$ cat config.mk
export PLATFORM = sky130hd
export DESIGN_NAME = ifu_pc_flat
export DESIGN_NICKNAME = d
export VERILOG_FILES = /design/src/rtl/ifu_pc_if.sv /design/src/rtl/ifu_pc.sv /design/src/flat_wrapper.sv
export SDC_FILE = /design/constraint.sdc
export NUM_CORES = 1
export LEC_CHECK = 0
export CELL_PAD_IN_SITES_DETAIL_PLACEMENT = 1
export CELL_PAD_IN_SITES_GLOBAL_PLACEMENT = 1
export CORE_UTILIZATION = 36
export CTS_BUF_LIST = sky130_fd_sc_hd__clkbuf_16
export CTS_CLUSTER_DIAMETER = 150
export CTS_CLUSTER_SIZE = 12
export DETAILED_ROUTE_END_ITERATION = 6
export PLACE_DENSITY_LB_ADDON = 0.1
export SLEW_MARGIN = 5
export SYNTH_ARGS = -nofsm -noshare
export SYNTH_HDL_FRONTEND = slang
export SYNTH_SLANG_ARGS = --single-unit
$ cat constraint.sdc
create_clock -name clk -period 6.6 [get_ports clk]
set_clock_uncertainty 0.05 [all_clocks]
set_input_delay 1.32 -clock clk [delete_from_list [all_inputs] [get_ports clk]]
set_output_delay 1.32 -clock clk [all_outputs]
set_load 0.05 [all_outputs]
$ cat src/rtl/ifu_pc_if.sv
// Fetch-side bundle between the PC unit and its controller/datapath.
// The slave side is the PC unit; the master side supplies control and targets.
interface ifu_pc_if;
   logic        en;
   logic [1:0]  npc_sel;
   logic        br_taken;
   logic [15:0] imm16;
   logic [25:0] imm26;
   logic [31:0] ra;
   logic [31:0] pc;
   logic [31:0] pc_plus4;
   logic        fault;
   logic [31:0] fault_pc;
   logic [31:0] fetch_cnt;

   modport master (
      output en, npc_sel, br_taken, imm16, imm26, ra,
      input  pc, pc_plus4, fault, fault_pc, fetch_cnt
   );

   modport slave (
      input  en, npc_sel, br_taken, imm16, imm26, ra,
      output pc, pc_plus4, fault, fault_pc, fetch_cnt
   );
endinterface

$ cat src/rtl/ifu_pc.sv
// Instruction-fetch program counter for the single-cycle MIPS datapath.
// Computes next-PC (sequential/branch/jump/jr), checks it against the
// instruction-memory window and latches a sticky fault on illegal targets.
module ifu_pc #(
   parameter logic [31:0] PC_BASE  = 32'h0000_3000,
   parameter int unsigned IM_WORDS = 1024
) (
   input logic     clk,
   input logic     reset,
   ifu_pc_if.slave bus
);

   typedef enum logic {
      RUN,
      FAULT
   } state_t;

   // 33-bit bounds so PC_BASE + 4*IM_WORDS cannot overflow
   localparam logic [32:0] LO_BOUND = {1'b0, PC_BASE};
   localparam logic [32:0] HI_BOUND = {1'b0, PC_BASE} + (33'(IM_WORDS) << 2);

   state_t      state_q, state_d;
   logic [31:0] pc_q, pc_d;
   logic        fault_q, fault_d;
   logic [31:0] fault_pc_q, fault_pc_d;
   logic [31:0] fetch_cnt_q, fetch_cnt_d;

   logic [31:0] pc_plus4;
   logic [31:0] br_off;
   logic [31:0] npc;
   logic        npc_legal;

   // Candidate next-PC and its legality check
   always_comb begin
      pc_plus4 = pc_q + 32'd4;
      br_off   = {{14{bus.imm16[15]}}, bus.imm16, 2'b00};
      npc      = pc_plus4;
      unique case (bus.npc_sel)
         2'b00: npc = pc_plus4;
         2'b01: npc = bus.br_taken ? (pc_plus4 + br_off) : pc_plus4;
         2'b10: npc = {pc_plus4[31:28], bus.imm26, 2'b00};
         2'b11: npc = bus.ra;
         default: npc = pc_plus4;
      endcase
      npc_legal = (npc[1:0] == 2'b00) &&
                  ({1'b0, npc} >= LO_BOUND) &&
                  ({1'b0, npc} <  HI_BOUND);
   end

   // Next-state: advance on legal target, trap on illegal, freeze in FAULT
   always_comb begin
      state_d     = state_q;
      pc_d        = pc_q;
      fault_d     = fault_q;
      fault_pc_d  = fault_pc_q;
      fetch_cnt_d = fetch_cnt_q;
      unique case (state_q)
         RUN: begin
            if (bus.en) begin
               if (npc_legal) begin
                  pc_d        = npc;
                  fetch_cnt_d = fetch_cnt_q + 32'd1;
               end else begin
                  fault_d    = 1'b1;
                  fault_pc_d = npc;
                  state_d    = FAULT;
               end
            end
         end
         FAULT: begin
            // only reset leaves this state
         end
         default: state_d = RUN;
      endcase
   end

   // State registers with synchronous active-low reset
   always_ff @(posedge clk) begin
      if (!reset) begin
         state_q     <= RUN;
         pc_q        <= PC_BASE;
         fault_q     <= 1'b0;
         fault_pc_q  <= '0;
         fetch_cnt_q <= '0;
      end else begin
         state_q     <= state_d;
         pc_q        <= pc_d;
         fault_q     <= fault_d;
         fault_pc_q  <= fault_pc_d;
         fetch_cnt_q <= fetch_cnt_d;
      end
   end

   assign bus.pc        = pc_q;
   assign bus.pc_plus4  = pc_plus4;
   assign bus.fault     = fault_q;
   assign bus.fault_pc  = fault_pc_q;
   assign bus.fetch_cnt = fetch_cnt_q;

endmodule

$ cat src/flat_wrapper.sv
// flat-port wrapper written by rule: the top's interface ports become plain ports
module ifu_pc_flat 
#(
   parameter logic [31:0] PC_BASE  = 32'h0000_3000,
   parameter int unsigned IM_WORDS = 1024
)
  (clk, reset, bus_en, bus_npc_sel, bus_br_taken, bus_imm16, bus_imm26, bus_ra, bus_pc, bus_pc_plus4, bus_fault, bus_fault_pc, bus_fetch_cnt);
  ifu_pc_if bus_i ();
  input logic clk;
  input logic reset;
  input wire logic [$bits(bus_i.en)-1:0] bus_en;
  input wire logic [$bits(bus_i.npc_sel)-1:0] bus_npc_sel;
  input wire logic [$bits(bus_i.br_taken)-1:0] bus_br_taken;
  input wire logic [$bits(bus_i.imm16)-1:0] bus_imm16;
  input wire logic [$bits(bus_i.imm26)-1:0] bus_imm26;
  input wire logic [$bits(bus_i.ra)-1:0] bus_ra;
  output wire logic [$bits(bus_i.pc)-1:0] bus_pc;
  output wire logic [$bits(bus_i.pc_plus4)-1:0] bus_pc_plus4;
  output wire logic [$bits(bus_i.fault)-1:0] bus_fault;
  output wire logic [$bits(bus_i.fault_pc)-1:0] bus_fault_pc;
  output wire logic [$bits(bus_i.fetch_cnt)-1:0] bus_fetch_cnt;
  assign bus_i.en = bus_en;
  assign bus_i.npc_sel = bus_npc_sel;
  assign bus_i.br_taken = bus_br_taken;
  assign bus_i.imm16 = bus_imm16;
  assign bus_i.imm26 = bus_imm26;
  assign bus_i.ra = bus_ra;
  assign bus_pc = bus_i.pc;
  assign bus_pc_plus4 = bus_i.pc_plus4;
  assign bus_fault = bus_i.fault;
  assign bus_fault_pc = bus_i.fault_pc;
  assign bus_fetch_cnt = bus_i.fetch_cnt;
  ifu_pc #(.PC_BASE(PC_BASE), .IM_WORDS(IM_WORDS)) u_core (.clk(clk), .reset(reset), .bus(bus_i));
endmodule
## After elaboration in Yosys (flattened, before gate mapping)

Cells that the tools add are included.

| word-level totals | value |
|---|---|
| flip-flop bits (word level) | 98 |
| bits in latches | 0 |
| bits in writable memories | 0 |
| memory bits (read-only) | 0 |
| output and inout port bits | 129 |
| memories kept | 0 |

| cells by class | value |
|---|---|
| add/subtract/negate cells | 3 |
| multiply operators | 0 |
| divide/modulo/power cells | 0 |
| $lt $le $gt $ge | 2 |
| eq/ne operators | 3 |
| shift-type cells | 0 |
| multiplexer cells | 5 |
| bitwise logic cells | 2 |
| reduce and logical (&&, ||, !) cells | 6 |

Operators by type and width:

| operator | number |
|---|---|
| 32-bit case mux with 4 select lines | 1 |
| 32-bit by 1-bit adder with 32-bit output, second input constant | 1 |
| 32-bit by 3-bit adder with 32-bit output, second input constant | 1 |
| 32-bit adder | 1 |
| 32-bit by 14-bit >= comparator with 1-bit output, second input constant | 1 |
| 32-bit by 15-bit less-than comparator with 1-bit output, second input constant | 1 |
| 32-bit 2-to-1 mux | 1 |
| 3-bit AND reduction | 2 |
| 2-bit == test, second input constant | 2 |
| 2-bit logical NOT | 2 |
| 1-bit 2-to-1 mux | 3 |
| 2-bit by 1-bit == test with 1-bit output, second input constant | 1 |
| 1-bit logical AND | 2 |
| 1-bit NOT | 2 |

## Depth between registers and ports, before layout

Gate-level depths: netlist of the first run.

| logic depth | value |
|---|---|
| depth in word-level cells | 10 |
| depth in mapped cells | 21 |
| depth with buffers taken out | 17 |

## Worst setup path before layout of the first run

No wires, ideal clock.

| timing path | value |
|---|---|
| kind | register to register |
| from | register u_core.pc_q[14] (netlist: u_core.bus.pc[14]) |
| to | register u_core.fetch_cnt_q[7] (netlist: u_core.bus.fetch_cnt[7]) |
| arrival time | 6.022 ns |
| required time | 6.430 ns |
| setup slack | 0.408 ns |
| cell stages (with the launch flop) | 21 |
| clock period less this slack | 6.192 ns |
| cells stage by stage | dfxtp_1 nand4_2 or4_1 clkbuf_1 nor2_1 nand2_1 xnor2_1 ha_1 buf_2 a21o_1 o21ba_2 o221ai_1 mux2_1 a311o_1 a211o_1 nor4_4 nand4b_4 nor3_4 buf_4 nand3_1 mux2i_1 |

| on the way | value |
|---|---|
| longest elaborated chain between the ends | 8 |
| elaborated cells between the ends (all ways) | 9 |
| those cells by class | 2 x add/sub; 2 x order compare; 2 x mux; 3 x reduce/logical |

RTL lines:

| item | line | source |
|---|---|---|
| start, declared | ifu_pc.sv:23 | `logic [31:0] pc_q, pc_d;` |
| start signal, assigned | ifu_pc.sv:87 | `pc_q <= pc_d;` |
| 32-bit by 3-bit adder with 32-bit output * | ifu_pc.sv:35 | `pc_plus4 = pc_q + 32'd4;` |
| net bus_pc_plus4[23] | flat_wrapper.sv:18 | `output wire logic [$bits(bus_i.pc_plus4)-1:0] bus_pc_plus4;` |
| 32-bit adder | ifu_pc.sv:40 | `2'b01: npc = bus.br_taken ? (pc_plus4 + br_off) : pc_plus4;` |
| 32-bit 2-to-1 mux | ifu_pc.sv:40 |  |
| 32-bit case mux with 4 select lines * | ifu_pc.sv:38 | `unique case (bus.npc_sel)` |
| 32-bit by 14-bit >= comparator with 1-bit output | ifu_pc.sv:46 | `({1'b0, npc} >= LO_BOUND) &&` |
| 1-bit logical AND | ifu_pc.sv:45 | `npc_legal = (npc[1:0] == 2'b00) &&` |
| 1-bit logical AND * | ifu_pc.sv:46 |  |
| 3-bit AND reduction (no source line) * | - |  |
| end signal, assigned | ifu_pc.sv:90 | `fetch_cnt_q <= fetch_cnt_d;` |
| end, declared | ifu_pc.sv:26 | `logic [31:0] fetch_cnt_q, fetch_cnt_d;` |

The timed path passes the listed nets; every way through them passes the cells marked *.
A chain may end at the register's enable or synchronous reset.

## Final worst setup path of the first run

| timing path | value |
|---|---|
| from | register u_core.pc_q[15] (netlist: u_core.bus.pc[15]) |
| to | register u_core.fault_pc_q[10] (netlist: u_core.bus.fault_pc[10]) |

| on the way | value |
|---|---|
| longest elaborated chain between the ends | 9 |
| elaborated cells between the ends (all ways) | 10 |
| those cells by class | 2 x add/sub; 2 x order compare; 2 x mux; 1 x bitwise; 3 x reduce/logical |

RTL lines:

| item | line | source |
|---|---|---|
| 32-bit by 3-bit adder with 32-bit output * | ifu_pc.sv:35 |  |
| 32-bit adder | ifu_pc.sv:40 |  |
| 32-bit 2-to-1 mux | ifu_pc.sv:40 |  |
| 32-bit case mux with 4 select lines * | ifu_pc.sv:38 |  |
| 32-bit by 14-bit >= comparator with 1-bit output | ifu_pc.sv:46 |  |
| 1-bit logical AND | ifu_pc.sv:45 |  |
| 1-bit logical AND * | ifu_pc.sv:46 |  |
| 1-bit NOT (no source line) * | - |  |
| 3-bit AND reduction (no source line) * | - |  |
| end signal, assigned | ifu_pc.sv:89 | `fault_pc_q <= fault_pc_d;` |
| end, declared | ifu_pc.sv:25 | `logic [31:0] fault_pc_q, fault_pc_d;` |

Every way passes the cells marked *; elsewhere a longest branch is shown, timed or not.

==> summary.json, run 1 <==
{
  "synth": {
    "dominantRegCellSynth": "dfxtp_1",
    "syn-num-nets": 1150,
    "syn-cell-area_sq_um": 7860,
    "yosys_warnings": 0,
    "post_synth_inst_count": 1035,
    "synth-edff-count": 0,
    "ys_ff_latch": 98,
    "synth_cell_type_count": 83,
    "ys_async_sr_fraction_pct": 0,
    "synthesis.area_per_instance_sq_um": 7.60,
    "seq_area_frac_synth_pct": 25.0
  },
  "final_layout": {
    "fillers": 2633,
    "sequential_cell_area_sq_um": 1960,
    "multi_input_comb_area_sq_um": 5480,
    "instances_no_fill": 1496,
    "layout_nets": 1331,
    "final_layout_size_suffix_gt1_share_pct": 6.47,
    "flow.area_growth_from_synthesis_pct": 33.1,
    "antenna_diodes": 0
  },
  "placed_design": {
    "place.gp.congestion": 0.951,
    "io_buffers": 208,
    "detailedPlacementHpwl_um": 26000,
    "dp_cells": 1480,
    "place_worst_setup_slack_ns": 0.649
  },
  "sta": {
    "finalCritPeriodShare_pct": 90.5,
    "fin_ws_ns": 0.629,
    "achievable-frequency_mhz": 167,
    "totalNegativeSetupSlack_ns": 0,
    "timing.slew.headroom_pct": 35.5,
    "post-route-min-period_ns": 5.97,
    "hold_violations": 0,
    "worst_pin_slew_ns": 0.968,
    "setup_violations": 0,
    "rsz_0062_raised_after_global_routing": "no",
    "slew_viol_final": 0
  },
  "clocking": {
    "cts_root_buffer": "clkbuf_16",
    "h_tree_lvl_count": 3,
    "tritoncts": "yes",
    "ctsLongestPathBuffers": 2,
    "cts-buffers-inserted": 9,
    "cts_resized": 0,
    "worst_skew_pair.late_latency_ns": 0.35,
    "cts_sinks": 98,
    "clk_pin_slew_ns": 0.07,
    "ctsHoldBuffers": 0,
    "cts_post_setup_buffers_inserted": 0
  },
  "drt": {
    "post-route-drc-count": 0,
    "ant_nets": 0,
    "route.detailed.vias_per_inst": 5.73,
    "route.vias.total": 8578,
    "drt_pre_antenna_iters": 4,
    "wire_per_inst_um": 21.5,
    "routed_wl_um": 32200,
    "drt_first_iter_violations": 450
  },
  "critical_path": {
    "timing.critical_path.from_type": "flop",
    "crit-reg2reg-capture": "u_core.bus.fault_pc[10]$_SDFFE_PN0P_",
    "crit-reg2reg-launch": "u_core.bus.pc[15]$_SDFFE_PN0P_",
    "worstPathArrival_ns": 6.14,
    "reg2reg_slack_ns": 0.63,
    "critical_path.endpoint_type": "flop",
    "number_of_cells_traversed_by_the_worst_register_to_register_path": 15,
    "setup_crit_path_kind": "flop to flop",
    "endpoint_required_time_on_the_critical_path_ns": 6.77,
    "timing.critical_path.fanout_max": 43
  },
  "global_routing": {
    "grt_remaining_overflow": 0,
    "gr-usage-all-layers_pct": 28.3,
    "first_global_vias": 8305,
    "antenna_violations_before_repair": 0,
    "grt_first_pass_wirelength_um": 48200,
    "grt_max_degree": 94
  },
  "power_and_ir_drop": {
    "p_per_area_nw_per_um2": 138,
    "vdd_drop_max_v": 0.000119,
    "leakage_nw": 4.05
  },
  "die": {
    "design.core.area_sq_um": 21200,
    "chipHeight_um": 150,
    "ios": 209,
    "fp.dieArea_sq_um": 22400,
    "standard_cell_row_count": 53,
    "die-width_um": 150,
    "initial_utilization_pct": 37.1
  },
  "worst_hold_path": {
    "timing.hold.worst.start": "u_core.bus.fault_pc[5]$_SDFFE_PN0P_",
    "min-delay-path-class": "flop to flop",
    "hold_path_endpoint": "u_core.bus.fault_pc[5]$_SDFFE_PN0P_",
    "worstHoldPathCells": 2
  },
  "run": {
    "cap_violations": 0
  },
  "status": {
    "status": "finished clean"
  }
}
==> routing by layer <==
layer / up-vias / wire, um / GRT usage, % / part of all wire (%)
met1: 4133 / 14600 / 38.2 / 45
li1: 4110 / - / - / -
met5: - / 0 / 0 / 0
met2: 295 / 14600 / 45.4 / 46
met3: 40 / 2120 / 5.61 / 6.6
met4: 0 / 835 / 8.54 / 2.6
==> critical path, cell delays in order, from the launching register on <==
cell and delay (ns):
dfxtp_1 0.46, nand4_2 0.23, or4_1 0.71, nor4_2 0.30, xor2_1 0.50, ha_1 0.44
a21oi_1 0.34, o221ai_1 0.25, mux2_1 0.36, a311o_1 0.30, a211o_1 0.30, nor4_4 0.35
nand4b_4 0.26, o21ba_2 0.55, buf_4 0.31, mux2i_1 0.12
==> kinds of logic (layout without fill, tap and decap cells) <==
| group | Yosys count | count (layout) | share of synthesized area [%] |
|---|---|---|---|
| buffers and inverters | 98 | 284 | 5.35 |
| adder cells (fa/ha/maj) | 35 | 35 | 5.67 |
| multiplexers | 52 | 52 | 7.77 |
| AO/OA/AOI/OAI | 248 | 248 | 20.2 |
| XOR/XNOR | 44 | 44 | 4.90 |
| flip-flops | 98 | 98 | 25.0 |
| AND/OR/NAND/NOR | 460 | 460 | 31.1 |
==> cells in the mapped netlist (3+ instances only) <==
cell type  count  area share (%)
nand2_1      142             6.8
dfxtp_1       98              25
nor2_1        81             3.9
a21oi_1       75             4.8
o21ai_0       63             4.0
mux2i_1       43             5.5
nand3_1       37             2.4
ha_1          34             5.4
inv_1         34             1.6
nand4_1       33             2.6
clkbuf_1      32             1.5
and2_1        31             2.5
xnor2_1       27             3.0
and3_1        19             1.5
nand2b_1      19             1.5
nor3_1        19             1.2
buf_2         18             1.1
xor2_1        17             1.9
a21o_1        16             1.5
nor4_1        15             1.2
nor2b_1        9            0.72
o21a_1         9            0.86
a221o_1        8             1.0
a31oi_1        8            0.64
and4_1         7            0.78
mux4_2         7             2.0
or3_1          7            0.56
a211oi_1       6            0.57
buf_1          6            0.29
buf_4          6            0.57
nand3b_1       6            0.57
nor3b_1        6            0.57
o211ai_1       6            0.57
o21ai_1        5            0.32
o221ai_1       5            0.56
or4_1          5            0.48
a21oi_2        4            0.45
nor4_2         4            0.64
o41ai_1        4            0.45
a21bo_2        3            0.38
a21boi_0       3            0.29
and3b_1        3            0.33
nand4b_1       3            0.33
==> sequential cells by signal, indices dropped and copies added, names as in the netlist <==
signal and count:
u_core.bus.fault_pc 32, u_core.bus.fetch_cnt 32, u_core.bus.pc 32, u_core.bus.fault 1
u_core.state_q 1
==> stage by stage <==
step           util (%)  cell area, sq um  total power [mW]  hold slack (ns)
2_1_floorplan         -              7860             0.821            0.382
3_3_place_gp       48.0             10200             0.962            0.390
3_5_place_dp       48.0             10200             0.966            0.396
4_1_cts            49.3             10500              1.45            0.416
5_1_grt            49.3             10500              1.50            0.431
6_report           49.3             10500              1.45            0.414
==> cell type report <==
type                       instances  share of cell area [%]
tap                              275                    3.29
timing repair buffer             233                    21.7
inverter                          35                    1.26
clock buffer                       9                    2.15
clock inverter                     7                   0.443
sequential                        98                    18.8
multi-input combinational        839                    52.4
==> report_power, final <==
group / switching, mW / total, mW / leakage (nW) / internal [mW]
registers: 0.00963 / 0.613 / 0.793 / 0.603
logic: 0.207 / 0.343 / 3.12 / 0.136
clock network: 0.236 / 0.491 / 0.133 / 0.255
total: 0.452 / 1.45 / 4.05 / 0.994
==> cells in the final DEF, fill, tap and decap left out, types with 15 or more instances in the layout <==
cell type,count
ha_1,34
nand2b_1,19
nor4_1,15
buf_4,24
nand2_1,142
and3_1,19
clkdlybuf4s50_1,206
xnor2_1,27
o21ai_0,63
and2_1,31
nor3_1,19
a21oi_1,75
nand4_1,33
a21o_1,16
mux2i_1,43
xor2_1,17
nor2_1,81
nand3_1,37
inv_1,35
dfxtp_1,98
==> how the worst max path moves through the flow <==
stage | startpoint | end | slack, ns | cells after the start
floorplan | u_core.bus.pc[14]$_SDFFE_PN0P_ | u_core.bus.fetch_cnt[7]$_SDFFE_PN0P_ | 0.41 | 20
global placement | bus_imm16[15] | u_core.bus.fault_pc[7]$_SDFFE_PN0P_ | 0.64 | 14
detailed placement | bus_imm16[15] | u_core.bus.fault_pc[7]$_SDFFE_PN0P_ | 0.65 | 14
CTS | u_core.bus.pc[15]$_SDFFE_PN0P_ | u_core.bus.fault_pc[7]$_SDFFE_PN0P_ | 0.66 | 15
global route | u_core.bus.pc[15]$_SDFFE_PN0P_ | u_core.bus.fault_pc[10]$_SDFFE_PN0P_ | 0.28 | 15
finish | u_core.bus.pc[15]$_SDFFE_PN0P_ | u_core.bus.fault_pc[10]$_SDFFE_PN0P_ | 0.63 | 15
(Power assumes the default switching activity.)
==> inputs of run 2 (changes only) <==
--- a/config.mk
+++ b/config.mk
@@ -5,6 +5,7 @@
 export SDC_FILE = /design/constraint.sdc
 export NUM_CORES = 1
 export LEC_CHECK = 0
+export CAP_MARGIN = 5
 export CELL_PAD_IN_SITES_DETAIL_PLACEMENT = 1
 export CELL_PAD_IN_SITES_GLOBAL_PLACEMENT = 1
 export CORE_UTILIZATION = 36
==> results of run 2 <==
The final DEF is identical to that of run 1; final timing and power are the same.
==> inputs of run 3 (changes only) <==
==> constraint.sdc (replaced) <==
create_clock -name clk -period 6.6 [get_ports clk]
set_clock_uncertainty 0.05 [all_clocks]
set_input_delay 0.99 -clock clk [delete_from_list [all_inputs] [get_ports clk]]
set_output_delay 0.99 -clock clk [all_outputs]
set_load 0.05 [all_outputs]
==> run 3 against run 2 <==
Net effect:
- critical path depth is 1 higher
- cell count down 0.20%
- hold slack worse by 0.0028 ns
- register-to-register slack got worse by 0.26 ns
- non-clock buffer count down 3
- count of clock-buffer cells in the layout unchanged
- sequential share of layout area is essentially flat
==> summary.json, run 3 (synthesis gave the netlist of run 1 again) <==
{
  "status": {
    "status": "finished clean"
  },
  "global_routing": {
    "grt_max_degree": {"value": 94, "change": "unchanged"},
    "gr-usage-all-layers": {"value": 29.3, "unit": "%", "change": "+0.98 points"},
    "grt_remaining_overflow": {"value": 0, "change": "unchanged"},
    "antenna_violations_before_repair": {"value": 0, "change": "unchanged"},
    "first_global_vias": {"value": 8450, "change": "+1.7%"},
    "grt_first_pass_wirelength": {"value": 49800, "unit": "um", "change": "+3.3%"}
  },
  "drt": {
    "drt_pre_antenna_iters": {"value": 5, "change": "+1"},
    "met3_wirelength": {"value": 1750, "unit": "um", "change": "-17%"},
    "dr.max_layer_used": "met4",
    "drt_first_iter_violations": {"value": 531, "change": "+18%"},
    "route.vias.total": {"value": 8568, "change": "-0.12%"},
    "wl_met1": {"value": 15100, "unit": "um", "change": "+3.4%"},
    "post-route-drc-count": {"value": 0, "change": "unchanged"},
    "route.detailed.vias_per_inst": {"value": 5.74, "change": "about the same"},
    "wl_met2": {"value": 15500, "unit": "um", "change": "+6.2%"},
    "wire_per_inst": {"value": 22.1, "unit": "um", "change": "+2.6%"},
    "routed_wl": {"value": 32900, "unit": "um", "change": "+2.4%"},
    "ant_nets": {"value": 0, "change": "unchanged"}
  },
  "critical_path": {
    "worst_path_largest_cell_delay": {"value": 0.94, "unit": "ns", "change": "+0.23 ns"},
    "worstPathArrival": {"value": 6.41, "unit": "ns", "change": "+0.27 ns"},
    "endpoint_required_time_on_the_critical_path": {"value": 6.78, "unit": "ns", "change": "about the same"},
    "endpoint": "u_core.bus.fault_pc[0]$_SDFFE_PN0P_",
    "number_of_cells_traversed_by_the_worst_register_to_register_path": {"value": 16, "change": "+1"},
    "timing.critical_path.fanout_max": {"value": 50, "change": "+16%"},
    "crit-reg2reg-launch": "u_core.bus.pc[14]$_SDFFE_PN0P_",
    "critical_path.endpoint_type": "flop",
    "worstPathCellList": "nand4_2, or4_1, nor2_1, xor2_1, ha_1, a21oi_1, o221ai_1, a21bo_2, a221o_1, or3_1, a31oi_1, a211oi_2, nand4_4, o21ba_2, mux2i_1, nor2_1",
    "reg2reg_slack": {"value": 0.37, "unit": "ns", "change": "-0.26 ns"},
    "critPathTopFamily": "compound AO/OA/AOI/OAI gates",
    "crit_buf_inv": {"value": 0, "change": "-1"},
    "crit-reg2reg-capture": "u_core.bus.fault_pc[0]$_SDFFE_PN0P_",
    "path_common_cell": "nor2_1",
    "cp.depth": {"value": 16, "change": "+1"},
    "setup_crit_path_kind": "flop to flop",
    "cp_slowest_cell": "o21ba_2",
    "crit_path_start": "u_core.bus.pc[14]$_SDFFE_PN0P_",
    "timing.critical_path.from_type": "flop"
  },
  "die": {
    "fp.dieArea": {"value": 22400, "unit": "sq um", "change": "unchanged"},
    "design.core.area": {"value": 21200, "unit": "sq um", "change": "unchanged"},
    "standard_cell_row_count": {"value": 53, "change": "unchanged"},
    "initial_utilization": {"value": 37.1, "unit": "%", "change": "unchanged"},
    "chipHeight": {"value": 150, "unit": "um", "change": "unchanged"},
    "die-width": {"value": 150, "unit": "um", "change": "unchanged"},
    "ios": {"value": 209, "change": "unchanged"}
  },
  "final_layout": {
    "fin_util": {"value": 49.4, "unit": "%", "change": "+0.059 points"},
    "layout_nets": {"value": 1328, "change": "-0.23%"},
    "flow.area_growth_from_synthesis_pct": 33.2,
    "final_layout_size_suffix_gt1_share": {"value": 6.32, "unit": "%", "change": "-0.15 points"},
    "antenna_diodes": {"value": 0, "change": "unchanged"},
    "commonest_cells_after_routing_fill_and_taps_aside": "clkdlybuf4s50_1, nand2_1, dfxtp_1",
    "commonest_non_fill_non_tap_cell_in_the_layout": "clkdlybuf4s50_1"
  },
  "sta": {
    "totalNegativeSetupSlack": {"value": 0, "unit": "ns", "change": "unchanged"},
    "setup_violations": {"value": 0, "change": "unchanged"},
    "rsz_0062_raised_after_global_routing": "no",
    "achievable-frequency": {"value": 160, "unit": "MHz", "change": "-4.2%"},
    "worst_pin_slew": {"value": 1.19, "unit": "ns", "change": "+0.220 ns"},
    "slew_viol_final": {"value": 0, "change": "unchanged"},
    "fin_ws": {"value": 0.367, "unit": "ns", "change": "-0.262 ns"},
    "hold_violations": {"value": 0, "change": "unchanged"},
    "post-route-min-period": {"value": 6.23, "unit": "ns", "change": "+0.262 ns"},
    "finalCritPeriodShare": {"value": 94.4, "unit": "%", "change": "+4.0 points"},
    "timing.slew.headroom": {"value": 20.8, "unit": "%", "change": "-15 points"}
  },
  "placed_design": {
    "place.gp.congestion": {"value": 0.927, "change": "-2.5%"},
    "place_worst_setup_slack": {"value": 0.453, "unit": "ns", "change": "-0.196 ns"},
    "detailedPlacementHpwl": {"value": 26200, "unit": "um", "change": "+0.77%"},
    "io_buffers": {"value": 208, "change": "unchanged"}
  },
  "clocking": {
    "cts_post_setup_buffers_inserted": {"value": 0, "change": "unchanged"},
    "cts_sinks": {"value": 98, "change": "unchanged"},
    "cts_resized": {"value": 0, "change": "unchanged"},
    "cts-buffers-inserted": {"value": 9, "change": "unchanged"},
    "tritoncts": "yes",
    "worst_skew_pair.late_latency": {"value": 0.36, "unit": "ns", "change": "about the same"},
    "h_tree_lvl_count": {"value": 3, "change": "unchanged"},
    "cts_root_buffer": "clkbuf_16",
    "ctsHoldBuffers": {"value": 0, "change": "unchanged"},
    "ctsLongestPathBuffers": {"value": 2, "change": "unchanged"},
    "clk_pin_slew": {"value": 0.07, "unit": "ns", "change": "about the same"}
  },
  "power_and_ir_drop": {
    "leakage": {"value": 4.05, "unit": "nW", "change": "+0.15%"},
    "p_per_area": {"value": 144, "unit": "nW/um^2", "change": "+4.0%"},
    "vdd_drop_max": {"value": 0.000148, "unit": "V", "change": "+25%"}
  },
  "worst_hold_path": {
    "min-delay-path-class": "flop to flop"
  },
  "run": {
    "cap_violations": {"value": 0, "change": "unchanged"}
  }
}
run 3: cell count changes in the layout (fill, tap and decap cells not counted), sizes merged:
cell      before  now
clkinvlp       2    0
bufinv         0    1
clkinv         4    3
buf           27   24
inv           36   38
run 3: layout make-up:
cell class	count	area, sq um
multi-input cells	839	5480
flip-flops and latches	98	1960
well taps	275	344
clock buffers	9	225
repair buffers	230	2250
inverters	35	131
clock inverters	7	81.3
fillers	2623	10700
run 3: worst min-delay path by stage:
stage | from | endpoint | slack (ns) | cells past startpoint
after floorplan | u_core.state_q$_SDFF_PN0_ | u_core.state_q$_SDFF_PN0_ | 0.38 | 1
after global placement | u_core.state_q$_SDFF_PN0_ | u_core.state_q$_SDFF_PN0_ | 0.39 | 1
after detailed placement | u_core.state_q$_SDFF_PN0_ | u_core.state_q$_SDFF_PN0_ | 0.40 | 1
after CTS | u_core.bus.fault_pc[23]$_SDFFE_PN0P_ | u_core.bus.fault_pc[23]$_SDFFE_PN0P_ | 0.41 | 2
after global routing | u_core.state_q$_SDFF_PN0_ | u_core.state_q$_SDFF_PN0_ | 0.44 | 1
final | u_core.bus.fault_pc[23]$_SDFFE_PN0P_ | u_core.bus.fault_pc[23]$_SDFFE_PN0P_ | 0.41 | 2
run 3: report_power, final:
group          leakage (nW)  total, mW  switching [mW]  internal [mW]
logic                  3.11      0.341           0.209          0.133
clock network         0.153      0.552           0.251          0.301
registers             0.793      0.613         0.00941          0.603
run 3: metal layers:
| layer | up-vias | global-route usage (%) |
|---|---|---|
| met5 | - | 0 |
| met1 | 4192 | 38.8 |
| met2 | 237 | 49.2 |
| li1 | 4108 | - |
| met4 | 0 | 6.57 |
| met3 | 31 | 5.40 |
run 3: through the flow:
stage	hold WS (ns)	instances	total power [mW]	instance area [sq um]
global route	0.444	1493	1.56	10500
detailed placement	0.400	1477	0.964	10200
finish	0.411	1493	1.51	10500
floorplan	0.382	1035	0.821	7860
global placement	0.390	1477	0.960	10200
CTS	0.414	1493	1.52	10500
run 3: worst min-delay path, cell delays in order (launching register included):
cell	delay, ns
dfxtp_1	0.31
nand2_1	0.05
o21ai_0	0.06
